File: src/rtl/arbiter_wrr_pkg.sv
// rtl/arbiter_wrr_pkg.sv - shared types and width helpers for the weighted round-robin arbiter
package arbiter_wrr_pkg;

    typedef enum logic {
        ST_IDLE  = 1'b0,
        ST_OWNED = 1'b1
    } arb_state_t;

    // Index width that never collapses to zero bits, so a single-port build still has a select bit.
    function automatic int sel_width(input int n);
        return (n > 1) ? $clog2(n) : 1;
    endfunction

endpackage

File: src/rtl/arbiter_wrr_if.sv
// rtl/arbiter_wrr_if.sv - request/grant bundle between the masters and the arbiter
interface arbiter_wrr_if
    import arbiter_wrr_pkg::*;
#(
    parameter int NUM_PORTS = 6,
    parameter int WEIGHT_W  = 4,
    localparam int SEL_W    = sel_width(NUM_PORTS)
);
    logic [NUM_PORTS-1:0]          request;
    logic [NUM_PORTS-1:0]          enable;
    logic [NUM_PORTS*WEIGHT_W-1:0] weight;
    logic [NUM_PORTS-1:0]          grant;
    logic [SEL_W-1:0]              select;
    logic                          active;

    modport master (
        output request, enable, weight,
        input  grant, select, active
    );

    modport slave (
        input  request, enable, weight,
        output grant, select, active
    );
endinterface

File: src/rtl/arbiter_rr_pick.sv
// rtl/arbiter_rr_pick.sv - combinational round-robin winner search starting at a pointer
module arbiter_rr_pick
    import arbiter_wrr_pkg::*;
#(
    parameter int NUM_PORTS = 6,
    localparam int SEL_W    = sel_width(NUM_PORTS)
) (
    input  logic [NUM_PORTS-1:0] req_vec,
    input  logic [SEL_W-1:0]     ptr,
    input  logic [SEL_W-1:0]     excl_idx,
    input  logic                 excl_valid,
    output logic                 found,
    output logic [SEL_W-1:0]     win_idx,
    output logic [NUM_PORTS-1:0] win_onehot
);
    logic [NUM_PORTS-1:0]   masked;
    logic [2*NUM_PORTS-1:0] search;

    // Doubling the vector lets a plain lowest-bit search handle the wrap past the last port.
    always_comb begin
        masked = req_vec;
        for (int i = 0; i < NUM_PORTS; i++) begin
            if (excl_valid && (SEL_W'(i) == excl_idx)) begin
                masked[i] = 1'b0;
            end
        end

        search = {masked, masked};
        for (int i = 0; i < 2*NUM_PORTS; i++) begin
            if (i < int'(ptr)) begin
                search[i] = 1'b0;
            end
        end

        found   = 1'b0;
        win_idx = '0;
        for (int i = 0; i < 2*NUM_PORTS; i++) begin
            if (search[i] && !found) begin
                found   = 1'b1;
                win_idx = (i >= NUM_PORTS) ? SEL_W'(i - NUM_PORTS) : SEL_W'(i);
            end
        end

        win_onehot = '0;
        for (int i = 0; i < NUM_PORTS; i++) begin
            if (found && (SEL_W'(i) == win_idx)) begin
                win_onehot[i] = 1'b1;
            end
        end
    end
endmodule

File: src/rtl/arbiter_wrr.sv
// rtl/arbiter_wrr.sv - weighted round-robin arbiter with ownership hold and quantum preemption
module arbiter_wrr
    import arbiter_wrr_pkg::*;
#(
    parameter int NUM_PORTS = 6,
    parameter int WEIGHT_W  = 4,
    localparam int SEL_W    = sel_width(NUM_PORTS)
) (
    input  logic          clk,
    input  logic          rst,
    arbiter_wrr_if.slave  bus
);
    arb_state_t           state_q, state_d;
    logic [NUM_PORTS-1:0] grant_q, grant_d;
    logic [SEL_W-1:0]     select_q, select_d;
    logic                 active_q, active_d;
    logic [SEL_W-1:0]     ptr_q, ptr_d;
    logic [WEIGHT_W-1:0]  credit_q, credit_d;

    logic [NUM_PORTS-1:0] elig;
    logic                 pick_found;
    logic [SEL_W-1:0]     pick_idx;
    logic [NUM_PORTS-1:0] pick_onehot;
    logic                 owner_req;
    logic [WEIGHT_W-1:0]  owner_weight;
    logic [WEIGHT_W-1:0]  pick_weight;
    logic                 take_new;

    assign elig = bus.request & bus.enable;

    // While owned, the owner is excluded so the pick is always "somebody else".
    arbiter_rr_pick #(
        .NUM_PORTS (NUM_PORTS)
    ) u_pick (
        .req_vec    (elig),
        .ptr        (ptr_q),
        .excl_idx   (select_q),
        .excl_valid (state_q == ST_OWNED),
        .found      (pick_found),
        .win_idx    (pick_idx),
        .win_onehot (pick_onehot)
    );

    always_comb begin
        owner_req    = 1'b0;
        owner_weight = '0;
        pick_weight  = '0;
        for (int i = 0; i < NUM_PORTS; i++) begin
            if (SEL_W'(i) == select_q) begin
                owner_req    = bus.request[i];
                owner_weight = bus.weight[i*WEIGHT_W +: WEIGHT_W];
            end
            if (SEL_W'(i) == pick_idx) begin
                pick_weight = bus.weight[i*WEIGHT_W +: WEIGHT_W];
            end
        end
    end

    // A zero credit means the quantum was loaded as unlimited, so later weight edits cannot preempt mid-hold.
    always_comb begin
        state_d  = state_q;
        grant_d  = grant_q;
        select_d = select_q;
        active_d = active_q;
        ptr_d    = ptr_q;
        credit_d = credit_q;
        take_new = 1'b0;

        case (state_q)
            ST_IDLE: begin
                take_new = pick_found;
            end
            ST_OWNED: begin
                if (!owner_req) begin
                    if (pick_found) begin
                        take_new = 1'b1;
                    end else begin
                        state_d  = ST_IDLE;
                        grant_d  = '0;
                        select_d = '0;
                        active_d = 1'b0;
                        credit_d = '0;
                    end
                end else if (credit_q == WEIGHT_W'(1)) begin
                    if (pick_found) begin
                        take_new = 1'b1;
                    end else begin
                        credit_d = owner_weight;
                    end
                end else if (credit_q != '0) begin
                    credit_d = credit_q - WEIGHT_W'(1);
                end
            end
            default: state_d = ST_IDLE;
        endcase

        if (take_new) begin
            state_d  = ST_OWNED;
            grant_d  = pick_onehot;
            select_d = pick_idx;
            active_d = 1'b1;
            credit_d = pick_weight;
            ptr_d    = (pick_idx == SEL_W'(NUM_PORTS - 1)) ? '0 : pick_idx + SEL_W'(1);
        end
    end

    always_ff @(posedge clk) begin
        if (rst) begin
            state_q  <= ST_IDLE;
            grant_q  <= '0;
            select_q <= '0;
            active_q <= 1'b0;
            ptr_q    <= '0;
            credit_q <= '0;
        end else begin
            state_q  <= state_d;
            grant_q  <= grant_d;
            select_q <= select_d;
            active_q <= active_d;
            ptr_q    <= ptr_d;
            credit_q <= credit_d;
        end
    end

    assign bus.grant  = grant_q;
    assign bus.select = select_q;
    assign bus.active = active_q;
endmodule

File: src/flat_wrapper.sv
// flat-port wrapper written by rule: the top's interface ports become plain ports
module arbiter_wrr_flat import arbiter_wrr_pkg::*;
#(
    parameter int NUM_PORTS = 6,
    parameter int WEIGHT_W  = 4,
    localparam int SEL_W    = sel_width(NUM_PORTS)
)
  (clk, rst, bus_request, bus_enable, bus_weight, bus_grant, bus_select, bus_active);
  arbiter_wrr_if #(.NUM_PORTS(NUM_PORTS), .WEIGHT_W(WEIGHT_W)) bus_i ();
  input  logic clk;
  input  logic rst;
  input wire logic [$bits(bus_i.request)-1:0] bus_request;
  input wire logic [$bits(bus_i.enable)-1:0] bus_enable;
  input wire logic [$bits(bus_i.weight)-1:0] bus_weight;
  output wire logic [$bits(bus_i.grant)-1:0] bus_grant;
  output wire logic [$bits(bus_i.select)-1:0] bus_select;
  output wire logic [$bits(bus_i.active)-1:0] bus_active;
  assign bus_i.request = bus_request;
  assign bus_i.enable = bus_enable;
  assign bus_i.weight = bus_weight;
  assign bus_grant = bus_i.grant;
  assign bus_select = bus_i.select;
  assign bus_active = bus_i.active;
  arbiter_wrr #(.NUM_PORTS(NUM_PORTS), .WEIGHT_W(WEIGHT_W)) u_core (.clk(clk), .rst(rst), .bus(bus_i));
endmodule
File: config.mk
export PLATFORM = sky130hd
export DESIGN_NAME = arbiter_wrr_flat
export DESIGN_NICKNAME = d
export VERILOG_FILES = /design/src/rtl/arbiter_wrr_pkg.sv /design/src/rtl/arbiter_wrr_if.sv /design/src/rtl/arbiter_rr_pick.sv /design/src/rtl/arbiter_wrr.sv /design/src/flat_wrapper.sv
export SDC_FILE = /design/constraint.sdc
export NUM_CORES = 1
export LEC_CHECK = 0
export CORE_UTILIZATION = 45
export CTS_CLUSTER_DIAMETER = 80
export DETAILED_ROUTE_END_ITERATION = 6
export GPL_TIMING_DRIVEN = 0
export PLACE_DENSITY = 0.8
export SLEW_MARGIN = 10
export SYNTH_ARGS = -nofsm -noshare
export SYNTH_HDL_FRONTEND = slang
export SYNTH_SLANG_ARGS = --single-unit
File: constraint.sdc
create_clock -name clk -period 3.3 [get_ports clk]
set_clock_uncertainty 0.15 [all_clocks]
set_input_delay 0.66 -clock clk [delete_from_list [all_inputs] [get_ports clk]]
set_output_delay 0.66 -clock clk [all_outputs]
set_load 0.05 [all_outputs]
==> flow_summary.ini, run 1 <==
[logic_synthesis]
async_reset_ff_frac = 0
netlist-cell-type-count = 67
synth_ff_type = dfxtp_1
ys_ff_latch = 18
syn_avg_cell_area_um2 = 7.97
synth-seq-area-share = 0.186
synth_cells = 243
synth_nets = 284
yosys_warnings = 0
netlist_area_mm2 = 0.00194
synth_enable_flop_cells = 0

[floorplanning]
die_x_um = 67.6
rows = 23
start_util = 0.477
core_area_mm2 = 0.00406
dieHeight_um = 67.6
die_area_mm2 = 0.00457
ios = 48

[final_layout]
final_cell_mix = clkdlybuf4s50_1 (44), nor2_1 (24), nand2_1 (21), a21oi_1 (20), dfxtp_1 (15)
diodes = 0
fin_cells = 351
post-route-util = 0.655
area_growth_pct = 37.2
nNetsFinal = 343
final_common_cell = clkdlybuf4s50_1
drive_above_1_share = 0.183
fillers = 356

[sta]
hold_violations = 0
fin_crit_sh = 0.982
rsz0062_at_grt = yes
fmax_mhz = 308
worst_pin_slew_ns = 0.962
setup_viol = 0
slew_violations = 0
slew_headroom = 0.357
setup_slack_ns = 0.0584
finalCriticalPeriod_ns = 3.24

[clock_network]
clkSinkCount = 18
clk_pin_slew_ns = 0.07
cts_buffer_depth = 2
root_buffer = clkbuf_8
worstSkewPairLatency_ns = 0.26
numCtsBuffers = 3
cts_tree = yes
htree_levels = 1

[pwr]
p_comb_frac = 0.690
vdd.ir_drop.worst_v = 0.000383
switchingPower_w = 0.000774
p_clk_frac = 0.116
p_sw_frac = 0.474
p_leak_nw = 0.988
power.density_mw_per_mm2 = 615
intPower_w = 0.000859
seqPwrFrac = 0.195

[route]
num_vias = 2199
drt-met1-wl_um = 2760
firstDrtPassIters = 5
ant_nets = 0
wl_per_cell_um = 17.7
met2WireLength_um = 2840
drc_errors = 0
maxUsedRoutingLayer = met4
drt_wl_total_um = 6230
first_iter_violations = 251
dr_wl_met3_um = 501
viasPerCell = 6.26

[min_path]
min_path_type = reg2reg
min_from = u_core.bus.grant[3]$_SDFFE_PP0P_

[worst_setup_path]
path_max_fanout = 6
arrival_ns = 3.24
crit_slowest_cell = clkdlybuf4s50_1
crit_type = in2reg
endpoint_kind = flop
critPathMaxStageDelay_ns = 0.49
cp.required_ns = 3.29
reg2reg_from = u_core.state_q$_SDFF_PP0_
crit_chain = clkdlybuf4s50_1 > nand2_1 > nor2_2 > nor2_1 > or3_1 > a31oi_4 > mux2_1 > a2111oi_4 > nor3_1
crit_start = bus_request[2]
start_kind = input port

[run]
maxCapViolations = 0

[global_routing]
antenna_found_initial = 0
overflow = 0
grt_max_degree = 11
grt_pass1_vias = 1974
track_usage = 0.284
grt_first_pass_wirelength_um = 9700

[placed_design]
gp_congestion = 0.941
place_inst = 339
dp_hpwl_um = 4660
pre_cts_ws_ns = -0.880
io_buffers = 46

[run_status]
outcome = finished, final reports clean
Yosys cell counts, types with 4 or more instances:
| cell | instances | share of area |
|---|---|---|
| a211oi_1 | 7 | 0.027 |
| a21oi_1 | 20 | 0.052 |
| a221oi_1 | 4 | 0.018 |
| a22oi_1 | 6 | 0.023 |
| and2_1 | 4 | 0.013 |
| buf_2 | 4 | 0.010 |
| clkbuf_1 | 4 | 0.0078 |
| dfxtp_1 | 18 | 0.19 |
| inv_1 | 10 | 0.019 |
| mux2i_1 | 8 | 0.041 |
| nand2_1 | 23 | 0.045 |
| nand3_1 | 4 | 0.010 |
| nor2_1 | 24 | 0.047 |
| nor3_1 | 4 | 0.010 |
| o211ai_1 | 4 | 0.016 |
| o21ai_0 | 7 | 0.018 |
| o21ai_1 | 4 | 0.010 |
repair_timing:
action                                  CTS  global route
resized for setup                         7            10
endpoints found under the setup margin    5             9
hold buffers                              0             0
pin swaps                                 3             6
cloned                                    0             0
buffers inserted                          7             1
power groups by stage:
stage	Sequential [W]	Clock, W	Combinational (W)
final	0.000318	0.000189	0.00113
after global routing	0.000326	0.000200	0.00122
after CTS	0.000317	0.000193	0.00107
after detailed placement	0.000321	0	0.00101
after global placement	0.000319	0	0.00101
after floorplan	0.000390	0	0.000685
stage by stage:
| stage | cell area (um2) | setup TNS [ns] | total power [W] | hold WS [ns] |
|---|---|---|---|---|
| after CTS | 2600 | 0 | 0.00158 | 0.365 |
| after floorplan | 1940 | 0 | 0.00107 | 0.394 |
| after global placement | 2460 | -3.01 | 0.00133 | 0.327 |
| final | 2660 | 0 | 0.00163 | 0.364 |
| after global routing | 2660 | -0.0800 | 0.00174 | 0.390 |
| after detailed placement | 2460 | -3.39 | 0.00133 | 0.335 |
worst max-delay path, delay by kind of cell:
family | cells | cell delay [ns]
AO/OA/AOI/OAI | 2 | 0.70
buffers and inverters | 1 | 0.49
multiplexers | 1 | 0.39
AND/OR/NAND/NOR | 5 | 1.00
state kept, by name, summed over array words and instances (netlist names):
signal / flops
u_core.bus.grant: 6
u_core.credit_q: 4
u_core.bus.select: 3
u_core.ptr_q: 3
u_core.bus.active: 1
u_core.state_q: 1
cell type report:
class / instances / area, um2 / share of cell area
buffer: 13 / 76.3 / 0.0287
inverter: 10 / 37.5 / 0.0141
tap: 50 / 62.6 / 0.0236
sequential: 18 / 364 / 0.137
clock buffer: 4 / 55.1 / 0.0207
timing repair buffer: 54 / 526 / 0.198
multi-input combinational: 202 / 1540 / 0.578
metal layers:
metal,up-vias,GRT usage
li1,1055,-
met1,1013,0.395
met2,111,0.436
met3,20,0.0642
met4,0,0.0745
met5,-,0
kinds of logic (layout without fill, tap and decap cells):
family,after synthesis,count (layout),share of synthesized area
simple gates,90,90,0.265
compound gates,94,94,0.378
fa+ha+maj,3,3,0.0194
buf+inv,23,81,0.0588
mux,14,14,0.0879
flops,18,18,0.186
xor+xnor,1,1,0.00453
final timing paths:
path                                      endpoint  slack [ns]  cells after the start
setup / recovery   u_core.credit_q[1]$_SDFFE_PP0P_        0.06                      9
hold / removal    u_core.bus.grant[3]$_SDFFE_PP0P_        0.36                      2
setup reg to reg   u_core.credit_q[1]$_SDFFE_PP0P_        0.12                     12
hold reg to reg   u_core.bus.grant[3]$_SDFFE_PP0P_        0.36                      2
Note: power is estimated with default switching activity, not from simulation.
==> run 2: changes to the inputs <==
Settings changed: CELL_PAD_IN_SITES_DETAIL_PLACEMENT set to 0, CELL_PAD_IN_SITES_GLOBAL_PLACEMENT set to 1, CORE_UTILIZATION 45 to 33.
==> flow_summary.ini, run 2 (synthesized netlist as in run 1, its figures left out) <==
[run_status]
outcome = finished, final reports clean

[global_routing]
antenna_found_initial = 0
grt_first_pass_wirelength_um = 10400
overflow = 0
grt_pass1_vias = 2071
track_usage = 0.215
grt_max_degree = 11

[clock_network]
cts_tree = yes
root_buffer = clkbuf_8
clkSinkCount = 18
clk_pin_slew_ns = 0.08
worstSkewPairLatency_ns = 0.27
htree_levels = 1
cts_buffer_depth = 2
numCtsBuffers = 3

[final_layout]
fin_cells = 373
final_area_mm2 = 0.00269
drive_above_1_share = 0.186
final_common_cell = clkdlybuf4s50_1
post-route-util = 0.482
nNetsFinal = 343
final_cell_mix = clkdlybuf4s50_1 (45), nor2_1 (24), nand2_1 (21), a21oi_1 (20), dfxtp_1 (15)
fillers = 544
largest_reg_flops = 6
diodes = 0
area_growth_pct = 38.9

[floorplanning]
die_x_um = 78.6
ios = 48
core_area_mm2 = 0.00557
start_util = 0.347
die_area_mm2 = 0.00618
dieHeight_um = 78.6
rows = 27

[worst_setup_path]
start_kind = input port
cp_num_buf_inv = 3
crit_top_cell = a2111oi_4
crit_type = in2reg
crit_chain = clkdlybuf4s50_1 > nand2_2 > o22ai_2 > a211oi_4 > o21bai_2 > a2111oi_4 > buf_6 > inv_1 > ha_2 > a21o_4 > a2111oi_4 > nor3_1
crit_family = compound AO/OA/AOI/OAI gates
critPathMaxStageDelay_ns = 0.46
regToRegSetupSlack_ns = 0.14
path_max_fanout = 6
crit_slowest_cell = clkdlybuf4s50_1
cp.required_ns = 3.30
reg2reg_from = u_core.bus.select[1]$_SDFFE_PP0P_
worstReg2RegEnd = u_core.credit_q[1]$_SDFFE_PP0P_
reg2reg_depth = 11
arrival_ns = 3.24
endpoint_kind = flop

[route]
maxUsedRoutingLayer = met4
drc_errors = 0
viasPerCell = 5.80
dr_wl_met3_um = 299
drt-met1-wl_um = 3020
first_iter_violations = 117
num_vias = 2163
drt_wl_total_um = 6500
firstDrtPassIters = 4
met2WireLength_um = 3120
wl_per_cell_um = 17.4
ant_nets = 0

[placed_design]
place_inst = 361
io_buffers = 46
gp_congestion = 0.887
dpl-instance-area_mm2 = 0.00249
dp_hpwl_um = 4950
pre_cts_ws_ns = -0.895

[sta]
setup_viol = 0
finalCriticalPeriod_ns = 3.23
worst_pin_slew_ns = 0.991
fmax_mhz = 309
hold_violations = 0
tns_ns = 0
setup_slack_ns = 0.0667
fin_crit_sh = 0.980
slew_violations = 0
slew_headroom = 0.338

[min_path]
min_from = u_core.bus.active$_SDFFE_PP0P_
min_to = u_core.bus.active$_SDFFE_PP0P_
whs_path_depth = 2
min_path_type = reg2reg

[run]
maxCapViolations = 0

[pwr]
p_leak_nw = 0.979
vdd.ir_drop.worst_v = 0.000301
power.density_mw_per_mm2 = 609
## run 2: what timing repair did
item / 4_1_cts / 5_1_grt
hold buffers: 0 / 0
resized for setup: 9 / 9
endpoints found under the setup margin: 6 / 4
pin swaps: 3 / 5
setup buffers: 6 / 2
## run 2: how the worst max path moves through the flow
stage | endpoint | start | cells after the start
after floorplan | u_core.credit_q[1]$_SDFFE_PP0P_ | u_core.bus.select[2]$_SDFFE_PP0P_ | 12
after global placement | u_core.credit_q[1]$_SDFFE_PP0P_ | bus_request[5] | 12
after CTS | u_core.credit_q[1]$_SDFFE_PP0P_ | bus_request[5] | 12
final | u_core.credit_q[1]$_SDFFE_PP0P_ | bus_enable[5] | 12
after global routing | u_core.credit_q[3]$_SDFFE_PP0P_ | bus_enable[5] | 10
after detailed placement | u_core.credit_q[1]$_SDFFE_PP0P_ | bus_request[5] | 12
## run 2: tightest hold or removal path, cell delays in order, from the launching register on
cell     delay [ns]
dfxtp_1        0.33
a21oi_1        0.06
nor2_1         0.07
## run 2: cell type report
type,count,area [um2],share of cell area
Buffer,13,76.3,0.0284
Clock buffer,4,55.1,0.0205
Inverter,10,37.5,0.0140
Multi-Input combinational cell,202,1540,0.574
Sequential cell,18,364,0.135
Tap cell,72,90.1,0.0335
Timing Repair Buffer,54,523,0.195
## run 2: through the flow
| step | power (W) | hold slack (ns) |
|---|---|---|
| floorplan | 0.00107 | 0.394 |
| global placement | 0.00135 | 0.327 |
| detailed placement | 0.00134 | 0.335 |
| CTS | 0.00159 | 0.358 |
| global route | 0.00175 | 0.404 |
| finish | 0.00164 | 0.350 |
## run 2: power by group
group	leakage (nW)	internal [W]	switching, W
combinational	0.801	0.000474	0.000652
sequential	0.150	0.000275	0.0000444
clock	0.0288	0.000106	0.0000851
## run 2: per-layer routing
metal	track usage	up-vias
met2	0.356	51
met1	0.294	1054
li1	-	1052
met4	0.0426	0
met5	0	-
met3	0.0302	6
